`src/rtl/cpu_pkg.sv`:
```
// rtl/cpu_pkg.sv - shared state, opcode and select encodings for the CPU control FSM
package cpu_pkg;

  typedef enum logic [4:0] {
    S_RST,
    S_IF1,
    S_IF2,
    S_UPDATE_PC,
    S_DECODE,
    S_GET_A,
    S_GET_B,
    S_EXEC,
    S_WB,
    S_WR_IMM,
    S_ADDR,
    S_LD_ADDR,
    S_MEM_RD,
    S_LDR_WB,
    S_STR_RD,
    S_STR_C,
    S_MEM_WR,
    S_BRANCH,
    S_HALT
  } state_t;

  localparam logic [2:0] OP_MOV  = 3'b110;
  localparam logic [2:0] OP_ALU  = 3'b101;
  localparam logic [2:0] OP_LDR  = 3'b011;
  localparam logic [2:0] OP_STR  = 3'b100;
  localparam logic [2:0] OP_B    = 3'b001;
  localparam logic [2:0] OP_HALT = 3'b111;

  // ALU_op meaning under OP_ALU, and the two MOV flavours under OP_MOV
  localparam logic [1:0] ALU_ADD = 2'b00;
  localparam logic [1:0] ALU_CMP = 2'b01;
  localparam logic [1:0] ALU_AND = 2'b10;
  localparam logic [1:0] ALU_MVN = 2'b11;
  localparam logic [1:0] MOV_REG = 2'b00;
  localparam logic [1:0] MOV_IMM = 2'b10;

  localparam logic [1:0] REG_SEL_RM = 2'b00;
  localparam logic [1:0] REG_SEL_RD = 2'b01;
  localparam logic [1:0] REG_SEL_RN = 2'b10;

  localparam logic [1:0] WB_SEL_C     = 2'b00;
  localparam logic [1:0] WB_SEL_IMM   = 2'b10;
  localparam logic [1:0] WB_SEL_MDATA = 2'b11;

  localparam logic [1:0] MEM_NONE  = 2'b00;
  localparam logic [1:0] MEM_READ  = 2'b01;
  localparam logic [1:0] MEM_WRITE = 2'b10;

endpackage

```
`src/rtl/branch_cond.sv`:
```
// rtl/branch_cond.sv - branch condition evaluation from the status flags
module branch_cond (
  input  logic [2:0] cond,
  input  logic       Z,
  input  logic       N,
  input  logic       V,
  output logic       taken
);

  always_comb begin
    taken = 1'b0;
    case (cond)
      3'b000:  taken = 1'b1;
      3'b001:  taken = Z;
      3'b010:  taken = ~Z;
      3'b011:  taken = N ^ V;
      3'b100:  taken = Z | (N ^ V);
      default: taken = 1'b0;
    endcase
  end

endmodule

```
`src/rtl/cpu_controller.sv`:
```
// rtl/cpu_controller.sv - Moore control FSM sequencing fetch, decode, execute, memory and writeback
module cpu_controller
  import cpu_pkg::*;
#(
  parameter bit HALT_ON_ILLEGAL = 1'b0
) (
  input  logic       clk,
  input  logic       rst,
  input  logic [2:0] opcode,
  input  logic [1:0] ALU_op,
  input  logic [2:0] cond,
  input  logic       Z,
  input  logic       N,
  input  logic       V,
  output logic [1:0] reg_sel,
  output logic [1:0] wb_sel,
  output logic       write,
  output logic       load_a,
  output logic       load_b,
  output logic       load_c,
  output logic       load_s,
  output logic       asel,
  output logic       bsel,
  output logic       load_ir,
  output logic       load_pc,
  output logic       reset_pc,
  output logic       pc_sel,
  output logic       addr_sel,
  output logic       load_addr,
  output logic [1:0] mem_cmd,
  output logic       halted
);

  state_t state_q, state_d;
  logic   taken;
  logic   is_cmp;
  logic   is_mvn;
  state_t illegal_next;

  branch_cond u_branch_cond (
    .cond  (cond),
    .Z     (Z),
    .N     (N),
    .V     (V),
    .taken (taken)
  );

  assign is_cmp       = (opcode == OP_ALU) && (ALU_op == ALU_CMP);
  assign is_mvn       = (opcode == OP_ALU) && (ALU_op == ALU_MVN);
  assign illegal_next = HALT_ON_ILLEGAL ? S_HALT : S_IF1;

  always_ff @(posedge clk or posedge rst) begin
    if (rst) state_q <= S_RST;
    else     state_q <= state_d;
  end

  always_comb begin
    state_d   = state_q;
    reg_sel   = REG_SEL_RM;
    wb_sel    = WB_SEL_C;
    write     = 1'b0;
    load_a    = 1'b0;
    load_b    = 1'b0;
    load_c    = 1'b0;
    load_s    = 1'b0;
    asel      = 1'b0;
    bsel      = 1'b0;
    load_ir   = 1'b0;
    load_pc   = 1'b0;
    reset_pc  = 1'b0;
    pc_sel    = 1'b0;
    addr_sel  = 1'b0;
    load_addr = 1'b0;
    mem_cmd   = MEM_NONE;
    halted    = 1'b0;

    case (state_q)
      S_RST: begin
        reset_pc = 1'b1;
        load_pc  = 1'b1;
        state_d  = S_IF1;
      end
      S_IF1: begin
        addr_sel = 1'b1;
        mem_cmd  = MEM_READ;
        state_d  = S_IF2;
      end
      S_IF2: begin
        addr_sel = 1'b1;
        mem_cmd  = MEM_READ;
        load_ir  = 1'b1;
        state_d  = S_UPDATE_PC;
      end
      S_UPDATE_PC: begin
        load_pc = 1'b1;
        state_d = S_DECODE;
      end
      S_DECODE: begin
        case (opcode)
          OP_MOV: begin
            if (ALU_op == MOV_IMM)      state_d = S_WR_IMM;
            else if (ALU_op == MOV_REG) state_d = S_GET_B;
            else                        state_d = illegal_next;
          end
          // MVN is unary on Rm, so it skips the Rn read
          OP_ALU:         state_d = is_mvn ? S_GET_B : S_GET_A;
          OP_LDR, OP_STR: state_d = S_GET_A;
          OP_B:           state_d = S_BRANCH;
          OP_HALT:        state_d = S_HALT;
          default:        state_d = illegal_next;
        endcase
      end
      S_GET_A: begin
        reg_sel = REG_SEL_RN;
        load_a  = 1'b1;
        state_d = (opcode == OP_ALU) ? S_GET_B : S_ADDR;
      end
      S_GET_B: begin
        reg_sel = REG_SEL_RM;
        load_b  = 1'b1;
        state_d = S_EXEC;
      end
      S_EXEC: begin
        load_c  = 1'b1;
        asel    = (opcode == OP_MOV) || is_mvn;
        load_s  = is_cmp;
        state_d = is_cmp ? S_IF1 : S_WB;
      end
      S_WB: begin
        reg_sel = REG_SEL_RD;
        wb_sel  = WB_SEL_C;
        write   = 1'b1;
        state_d = S_IF1;
      end
      S_WR_IMM: begin
        reg_sel = REG_SEL_RN;
        wb_sel  = WB_SEL_IMM;
        write   = 1'b1;
        state_d = S_IF1;
      end
      S_ADDR: begin
        bsel    = 1'b1;
        load_c  = 1'b1;
        state_d = S_LD_ADDR;
      end
      S_LD_ADDR: begin
        load_addr = 1'b1;
        state_d   = (opcode == OP_LDR) ? S_MEM_RD : S_STR_RD;
      end
      S_MEM_RD: begin
        mem_cmd = MEM_READ;
        state_d = S_LDR_WB;
      end
      S_LDR_WB: begin
        mem_cmd = MEM_READ;
        reg_sel = REG_SEL_RD;
        wb_sel  = WB_SEL_MDATA;
        write   = 1'b1;
        state_d = S_IF1;
      end
      S_STR_RD: begin
        reg_sel = REG_SEL_RD;
        load_b  = 1'b1;
        state_d = S_STR_C;
      end
      // C = 0 + B passes the store data through the ALU
      S_STR_C: begin
        asel    = 1'b1;
        load_c  = 1'b1;
        state_d = S_MEM_WR;
      end
      S_MEM_WR: begin
        mem_cmd = MEM_WRITE;
        state_d = S_IF1;
      end
      S_BRANCH: begin
        load_pc = taken;
        pc_sel  = taken;
        state_d = S_IF1;
      end
      S_HALT: begin
        halted  = 1'b1;
        state_d = S_HALT;
      end
      default: state_d = S_RST;
    endcase
  end

endmodule

```
`config.mk`:
```
export PLATFORM = sky130hd
export DESIGN_NAME = cpu_controller
export DESIGN_NICKNAME = d
export VERILOG_FILES = /design/src/rtl/cpu_pkg.sv /design/src/rtl/branch_cond.sv /design/src/rtl/cpu_controller.sv
export SDC_FILE = /design/constraint.sdc
export NUM_CORES = 1
export LEC_CHECK = 0
export BUFFER_PORTS_ARGS = -buffer_cell sky130_fd_sc_hd__buf_2
export CORE_MARGIN = 5
export CORE_UTILIZATION = 45
export CTS_CLUSTER_DIAMETER = 50
export CTS_CLUSTER_SIZE = 8
export DETAILED_ROUTE_END_ITERATION = 16
export PLACE_DENSITY = 0.82
export SLEW_MARGIN = 10
export SYNTH_ARGS = -nofsm -noshare
export SYNTH_HDL_FRONTEND = slang
export SYNTH_HIERARCHICAL = 1
export SYNTH_SLANG_ARGS = --single-unit
```
`constraint.sdc`:
```
create_clock -name clk -period 2.05 [get_ports clk]
set_input_delay 0.41 -clock clk [delete_from_list [all_inputs] [get_ports clk]]
set_output_delay 0.41 -clock clk [all_outputs]
set_load 0.005 [all_outputs]
```
==> results of run 1 <==
[path summary, 6_finish.rpt]
| kind | start | endpoint | slack, ns | cells past startpoint |
|---|---|---|---|---|
| worst min-delay path | rst | state_q[2] | 0.06 | 2 |
| min in group clk | ALU_op[1] | state_q[3] | 0.55 | 3 |
| max in group asynchronous | rst | state_q[1] | 1.80 | 2 |
| worst max register to register | state_q[2] | state_q[3] | 0.55 | 4 |
| worst max-delay path | state_q[2] | load_c | 0.15 | 5 |
| worst min register to register | state_q[4] | state_q[3] | 0.71 | 2 |
[power breakdown]
| group | total, mW | internal, mW | switching, mW |
|---|---|---|---|
| Clock | 0.111 | 0.0734 | 0.0375 |
| Combinational | 0.734 | 0.345 | 0.389 |
| Sequential | 0.244 | 0.142 | 0.103 |
| Total | 1.09 | 0.561 | 0.529 |
[critical path, delay by kind of cell, from the launching register on]
kind | cells | cell delay, ns
DFF | 1 | 0.55
AOI/OAI and AO/OA | 1 | 0.08
and+or+nand+nor | 2 | 0.30
buffers and inverters | 2 | 0.32
[per-stage QoR]
| stage | total power [mW] | utilization |
|---|---|---|
| finish | 1.09 | 0.565 |
| global route | 1.21 | 0.565 |
| CTS | 1.09 | 0.563 |
| detailed placement | 0.976 | 0.548 |
| global placement | 0.956 | 0.548 |
| floorplan | 0.767 | - |
[what timing repair did]
item,CTS,global route
endpoints found under the setup margin,0,2
hold buffers,0,0
gates resized for setup,0,2
[kinds of logic after synthesis]
| group | count (synthesis) | share of synthesized area |
|---|---|---|
| compound gates | 29 | 0.243 |
| xor+xnor | 3 | 0.0342 |
| buf+inv | 13 | 0.0945 |
| flops | 5 | 0.163 |
| mux | 3 | 0.0456 |
| simple gates | 59 | 0.420 |
[cell usage in the layout (no fill, tap or decap), drive strengths merged, types with 2 or more instances in the layout]
master and instances:
clkbuf 4, mux2i 2, and3 3, buf 35, inv 4, and3b 2, o22ai 3, nor3 7
or3 2, and2 2, o21ai 6, a21oi 10, nor2b 7, xor2 2, nand2 9, dfrtp 5
nor2 12, nand2b 9
[layer usage]
layer | up-vias | routed length [um]
li1 | 466 | -
met1 | 412 | 925
met2 | 29 | 939
met3 | 2 | 128
met4 | 0 | 12
met5 | - | 0
[layout make-up]
type	instances	share of cell area
clock buffers	4	0.0279
multi-input cells	94	0.605
inverters	4	0.0159
flip-flops and latches	5	0.135
well taps	17	0.0225
repair buffers	35	0.194
==> reports/results.tsv, run 1 <==
metric	value	unit
Syn Nets	125	
most common cell in the netlist	nor2_1	
Hold WS	0.0612	ns
layout cell share with drive strength beyond 1	0.310	
I/O Pins	33	
placed cell area	915	um^2
post-route ant nets	0	
Final HPWL DP	1.54	mm
Worst IR Drop VDD	0.587	mV
leakage power	0.465	nW
DRC Markers	0	
Least-Margin Pin Slew	0.366	ns
Post-Place Worst Slack	0.168	ns
clock skew	0.00562	ns
number of global-route vias before repair	843	
post-route insts no fill	159	
Synth top cells by count	nor2_1 (12), a21oi_1 (9), nand2_1 (9), nand2b_1 (9)	
Synth cell types	39	
CTS tree	yes	
largest net degree at the start of global routing	22	
largest registers	state_q (5)	
clk slew on worst S/H paths	0.05	ns
worst min path class	primary input to asynchronous set/reset pin	
Die Y	51.3	um
max cap viols	0	
Post-synth EDFFs	0	
clock sink count	5	
initial antenna violation count	0	
Core ar.	1670	um^2
Worst EP required	1.64	ns
Power Density	1150	nW/um^2
status	finished clean	
Multi-input gate area	571	um^2
endpoints failing setup	0	
Routed WL per cell	12.6	um
synthesis-to-layout area growth	22.8	%
Initial DRT Pass Iterations	4	
post-synthesis sequential area ratio	0.163	
final WL	2.01	mm
root buf cell	clkbuf_4	
full die area	2630	um^2
total number of vias	909	
Initial Util	0.460	
IO buf count	32	
# nets final	156	
Rows	15	
fin crit period	1.90	ns
Worst Setup End Kind	output port	
cell total after placement	155	
chip width	51.3	um
top post-synthesis cells by area	dfrtp_1 (16%), nand2b_1 (7.3%), a21oi_1 (5.9%)	
Cell Area, Synth	768	um^2
RSZ-0062 raised after global routing	no	
Worst Setup Start Kind	flip-flop	
routability cong.	0.875	
gr usage total	0.168	
Post-CTS Setup Inserts	0	
Yosys reg bits	5	
GRT overflow	0	
Sequential Area	128	um^2
met3 Track Usage GR	0.0175	
setup TNS	0	ns
fillers	174	
CP Cell Sequence	inv_1 > nand2_1 > o21ai_0 > and2_1 > buf_2	
met2 Track Usage GR	0.283	
Num CTS Buffers	3	
GRT busiest layer	met2	
Starting DRT DRC Count	18	
biggest area consumer among synthesized cells	dfrtp_1	
Max Fclk	526	MHz
synth warn	6	
top-area cell type share of the netlist area	0.163	
later-pin clock latency in the skew report	0.24	ns
Final Hold Viols	0	
Top reg by flops	state_q	
final cell area excluding filler cells	943	um^2
Crit Path Max Fanout	13	
CP max stage delay	0.55	ns
CP arrival	1.49	ns
first-pass GRT wire length	3.55	mm
htree depth	1	
DR vias/cell	5.72	
met1 Use GR	0.224	
final worst path period share	0.927	
Max clock buf depth	2	
Slowest cell on crit path	dfrtp_1	
syn_area_per_cell	6.86	um^2
CP Class	flip-flop to output port	
Largest register FFs	5	
Worst slew margin	0.756	
Slew Limit Fails	0	
Setup WS post-layout	0.150	ns
ys flop type	dfrtp_1	
Inserted Diodes	0	
share of synthesized registers carrying an async set or reset	1.00	
Gate Count Post-Synth	112	
No activity file was read; power rests on OpenSTA's default activity.
==> run 2, diff against run 1 <==
Settings changed: ABC_AREA from default to 1, PLACE_DENSITY 0.82 to 0.83.
==> run 2 against run 1 <==
Compared with the run above:
- die area decreased by 4.5%
- critical path depth fell by 1
- register-to-register slack gained 0.20 ns
- largest cell class unchanged
==> reports/results.tsv, run 2 <==
metric	value	unit
synth warn	6	
top post-synthesis cells by area	nand2_1 (22%), dfrtp_1 (17%), nor2_1 (16%)	
Post-synth EDFFs	0	
Power Density	982	nW/um^2
fillers	161	
Power Total	0.903	mW
Routed WL per cell	11.2	um
biggest area consumer among synthesized cells	nand2_1	
GRT overflow	0	
Syn Nets	159	
Hold-fix buffers, CTS	0	
worst min path class	primary input to asynchronous set/reset pin	
layout cell share with drive strength beyond 1	0.244	
endpoints failing setup	0	
Rows	14	
most common cell in the netlist	nand2_1	
Least-Margin Pin Slew	0.326	ns
routability cong.	0.947	
post-synthesis sequential area ratio	0.172	
CP Cell Sequence	nor2_2 > nand3_1 > o21ai_0 > buf_2	
Die Y	50.2	um
post-route insts no fill	196	
Largest register FFs	5	
post-route ant nets	0	
Setup WS post-layout	0.176	ns
gr usage total	0.170	
commonest non-fill, non-tap cell in the layout	nand2_1	
initial antenna violation count	0	
Cell Area, Synth	726	um^2
Yosys reg bits	5	
final WL	2.20	mm
number of global-route vias before repair	880	
Worst Setup End Kind	output port	
IO buf count	32	
chip width	50.2	um
Bufs and invs on worst path	1	
largest registers	state_q (5)	
Final Hold Viols	0	
Worst Setup Start Kind	flip-flop	
Final HPWL DP	1.86	mm
I/O Pins	33	
Synth top cells by count	nand2_1 (42), nor2_1 (31), inv_1 (24)	
setup TNS	0	ns
Initial Util	0.476	
htree depth	1	
CTS tree	yes	
largest net degree at the start of global routing	12	
Num CTS Buffers	3	
status	finished clean	
Post-Place Worst Slack	0.422	ns
Synth cell types	17	
Initial DRT Pass Iterations	4	
clk slew on worst S/H paths	0.05	ns
Max Fclk	534	MHz
Slew Limit Fails	0	
Worst path top cell family by delay	flip-flops	
Gate Count Post-Synth	146	
top-area cell type share of the netlist area	0.217	
most frequent cells in the layout	nand2_1 (42), buf_2 (32), nor2_1 (31)	
Worst IR Drop VDD	0.365	mV
Slowest cell on crit path	dfrtp_1	
total number of vias	1010	
Core ar.	1520	um^2
Sequential Area	125	um^2
Post-CTS Setup Inserts	0	
Inserted Diodes	0	
CP max stage delay	0.45	ns
PostCTS Resize Cnt	0	
DRC Markers	0	
final worst path period share	0.914	
later-pin clock latency in the skew report	0.24	ns
synthesis-to-layout area growth	26.7	%
placed cell area	893	um^2
full die area	2520	um^2
DR vias/cell	5.15	
Worst EP required	1.64	ns
final cell area excluding filler cells	920	um^2
cell total after placement	192	
leakage power	0.650	nW
syn_area_per_cell	4.97	um^2
Max clock buf depth	2	
Worst slew margin	0.783	
fin crit period	1.87	ns
Starting DRT DRC Count	29	
RSZ-0062 raised after global routing	no	
max cap viols	0	
share of synthesized registers carrying an async set or reset	1.00	
Top reg by flops	state_q	
Crit Path Max Fanout	6	
ys flop type	dfrtp_1	
clock sink count	5	
first-pass GRT wire length	3.56	mm
root buf cell	clkbuf_4	
CP arrival	1.46	ns
clock skew	0.00269	ns
Multi-input gate area	490	um^2
CP Class	flip-flop to output port	
# nets final	194	
==> run 2: final timing paths <==
path	endpoint	startpoint	slack, ns	cells past startpoint
setup / recovery	asel	state_q[4]	0.18	4
hold / removal	state_q[1]	rst	0.07	2
setup reg to reg	state_q[0]	state_q[2]	0.75	5
hold reg to reg	state_q[1]	state_q[1]	0.76	2
max in group asynchronous	state_q[3]	rst	1.82	2
min in group clk	state_q[4]	opcode[0]	0.61	5
==> run 2: worst register-to-register path: stages (launching register included) <==
cell	delay, ns
dfrtp_1	0.53
inv_1	0.16
nand3_1	0.14
nand2_1	0.07
nor2_1	0.16
nand3_1	0.12
==> run 2: kinds of logic after synthesis <==
family / synth area share
buf+inv: 0.152
simple gates: 0.612
compound gates: 0.0638
flops: 0.172
==> run 2: layout make-up <==
type / count / share of cell area
repair buffers: 32 / 0.174
flip-flops and latches: 5 / 0.136
clock buffers: 4 / 0.0286
well taps: 16 / 0.0218
multi-input cells: 113 / 0.533
inverters: 26 / 0.106
==> run 2: layer usage <==
metal	GRT usage	part of all wire	wire length, um	up-vias
met1	0.197	0.42	925	446
met4	0.0524	0.0036	8	0
met5	0	0	0	-
met2	0.324	0.50	1110	37
li1	-	-	-	525
met3	0.0118	0.071	157	2
==> run 2: report_power, final <==
part | total [mW] | leakage (nW) | switching, mW | internal, mW
clock network | 0.113 | 0.0150 | 0.0396 | 0.0735
logic | 0.575 | 0.570 | 0.359 | 0.216
registers | 0.215 | 0.0644 | 0.0795 | 0.135
total | 0.903 | 0.650 | 0.478 | 0.425
==> run 2: per-stage QoR <==
step | utilization | hold slack, ns
after floorplan | - | 0.189
after global placement | 0.586 | 0.306
after detailed placement | 0.586 | 0.308
after CTS | 0.603 | 0.0672
after global routing | 0.603 | 0.0702
final | 0.603 | 0.0677
==> run 3, diff against run 2 <==
Settings changed: PLACE_DENSITY 0.83 to 0.82, SYNTH_HIERARCHICAL 1 to default.
==> run 3 against run 2 <==
Compared with the run above:
- power grew 11%
- global-route usage grew 0.050 points
- sequential power shrank 5%
- via count grew 0.30%
- critical path depth grew 2
- design area grew 5.3%
- combinational power grew 19%
- wire length shrank 2.0%
- worst hold slack gained 0.0037 ns
- non-clock buffer count is the same
- clock power is essentially flat
- critical path type unchanged
- critical endpoint is now load_c
- largest power group unchanged
- highest routed layer unchanged
==> reports/results.tsv, run 3 <==
metric	value	unit
status	finished clean	
Die Y	51.4	um
Final HPWL DP	1.90	mm
top post-synthesis cells by area	nand2_1 (23%), inv_1 (17%), dfrtp_1 (16%)	
clock sink count	5	
largest registers	state_q (5)	
RSZ-0062 raised after global routing	no	
worst reg-to-reg setup slack	0.75	ns
Worst slew margin	0.776	
Max clock buf depth	2	
depth of the most critical reg-to-reg path	7	
CP max stage delay	0.44	ns
endpoints failing setup	0	
I/O Pins	33	
Core ar.	1670	um^2
Yosys reg bits	5	
initial antenna violation count	0	
Num CTS Buffers	3	
final worst path period share	0.901	
routability cong.	0.959	
top-area cell type share of the netlist area	0.229	
Inserted Diodes	0	
biggest area consumer among synthesized cells	nand2_1	
setup TNS	0	ns
clk slew on worst S/H paths	0.04	ns
IO buf count	32	
Slew Limit Fails	0	
leakage power	0.734	nW
CP Class	flip-flop to output port	
GRT busiest layer	met2	
Critical R2R Launch	state_q[4]	
layout cell share with drive strength beyond 1	0.261	
Slowest cell on crit path	dfrtp_1	
htree depth	1	
Power Total	1.00	mW
met2 Track Usage GR	0.335	
number of global-route vias before repair	886	
Hold-fix buffers, CTS	0	
fin crit period	1.85	ns
Crit Path Max Fanout	7	
Top reg by flops	state_q	
CTS tree	yes	
# nets final	202	
Synth top cells by count	nand2_1 (47), inv_1 (34), nand3_1 (21), nor2_1 (21), o21ai_0 (8)	
chip width	51.4	um
ys flop type	dfrtp_1	
DR vias/cell	4.94	
synth warn	0	
final WL	2.16	mm
CP arrival	1.44	ns
CP Cell Sequence	inv_2 > nand2_2 > nor2_2 > nand2_1 > nand3_1 > buf_2	
Gate Count Post-Synth	153	
Worst Setup Start Kind	flip-flop	
later-pin clock latency in the skew report	0.24	ns
share of synthesized registers carrying an async set or reset	1.00	
met3 Track Usage GR	0.0408	
gr usage total	0.171	
Rows	15	
commonest non-fill, non-tap cell in the layout	nand2_1	
first-pass GRT wire length	3.46	mm
worst min path class	primary input to asynchronous set/reset pin	
clock skew	0.00259	ns
Critical R2R Capture	state_q[2]	
Max Fclk	541	MHz
largest net degree at the start of global routing	9	
Power Density	1030	nW/um^2
met1 Use GR	0.185	
Starting DRT DRC Count	19	
Worst EP required	1.64	ns
Final Hold Viols	0	
max cap viols	0	
full die area	2640	um^2
syn_area_per_cell	5.03	um^2
Post-synth EDFFs	0	
most common cell in the netlist	nand2_1	
GRT overflow	0	
Largest register FFs	5	
post-route ant nets	0	
Syn Nets	166	
total number of vias	1013	
Synth cell types	16	
Initial Util	0.461	
Initial DRT Pass Iterations	4	
post-synthesis sequential area ratio	0.163	
Cell Area, Synth	769	um^2
root buf cell	clkbuf_4	
Least-Margin Pin Slew	0.335	ns
Worst IR Drop VDD	0.538	mV
DRC Markers	0	
Worst Setup End Kind	output port	
most frequent cells in the layout	nand2_1 (47), inv_1 (34), buf_2 (32)	
synthesis-to-layout area growth	25.9	%
Routed WL per cell	10.5	um
[run 3: changes by cell type after synthesis, moves of 2 or more]
cell / delta
inv_1: +10
nor2_1: -10
nand2_2: +2
o21ai_0: +4
nand3_1: -2
nand2_1: +5
nand3_2: +2
[run 3: metal layers]
layer  wire length (um)  share of wire
met1                883           0.41
met2               1050           0.49
met3                207          0.096
met4                 15         0.0069
met5                  0              0
[run 3: how the worst max path moves through the flow]
stage               start      end  slack [ns]  cells past startpoint
2_1_floorplan  state_q[3]  load_pc        0.64                      6
3_3_place_gp   state_q[2]  load_pc        0.41                      6
3_5_place_dp   state_q[2]  load_pc        0.40                      6
4_1_cts        state_q[2]  load_pc        0.13                      6
5_1_grt        state_q[4]   load_c        0.08                      6
6_report       state_q[4]   load_c        0.20                      6
[run 3: cell type report]
type	instances	area (um^2)
clock buffer	4	26.3
inverter	35	131
timing repair buffer	32	160
sequential	5	125
tap	17	21.3
fill	197	702
multi-input combinational	112	504
[run 3: metrics by stage]
step	setup slack [ns]	instance area, um^2	utilization	std cells	hold WS, ns
3_5_place_dp	0.397	940	0.563	201	0.314
5_1_grt	0.0832	968	0.580	205	0.0690
3_3_place_gp	0.408	940	0.563	201	0.306
4_1_cts	0.128	966	0.578	205	0.0669
2_1_floorplan	0.641	769	-	153	0.189
6_report	0.203	968	0.580	205	0.0714
[run 3: timing repair]
action,in CTS,in global routing
endpoints found under the setup margin,0,1
gates resized for setup,0,1
setup buffers,0,0
[run 3: where the power goes]
group          internal, mW  switching, mW
Sequential            0.140         0.0652
Clock                0.0733         0.0365
Combinational         0.246          0.441
[run 3: cell families after synthesis]
| family | after synthesis | share of synthesized area |
|---|---|---|
| AO/OA/AOI/OAI | 10 | 0.0650 |
| buffers and inverters | 36 | 0.185 |
| AND/OR/NAND/NOR | 102 | 0.587 |
| flip-flops | 5 | 0.163 |
[run 3: worst max-delay path, delay by kind of cell, from the launching register on]
kind          cells  cell delay (ns)
simple gates      4             0.50
flops             1             0.44
buf+inv           2             0.26
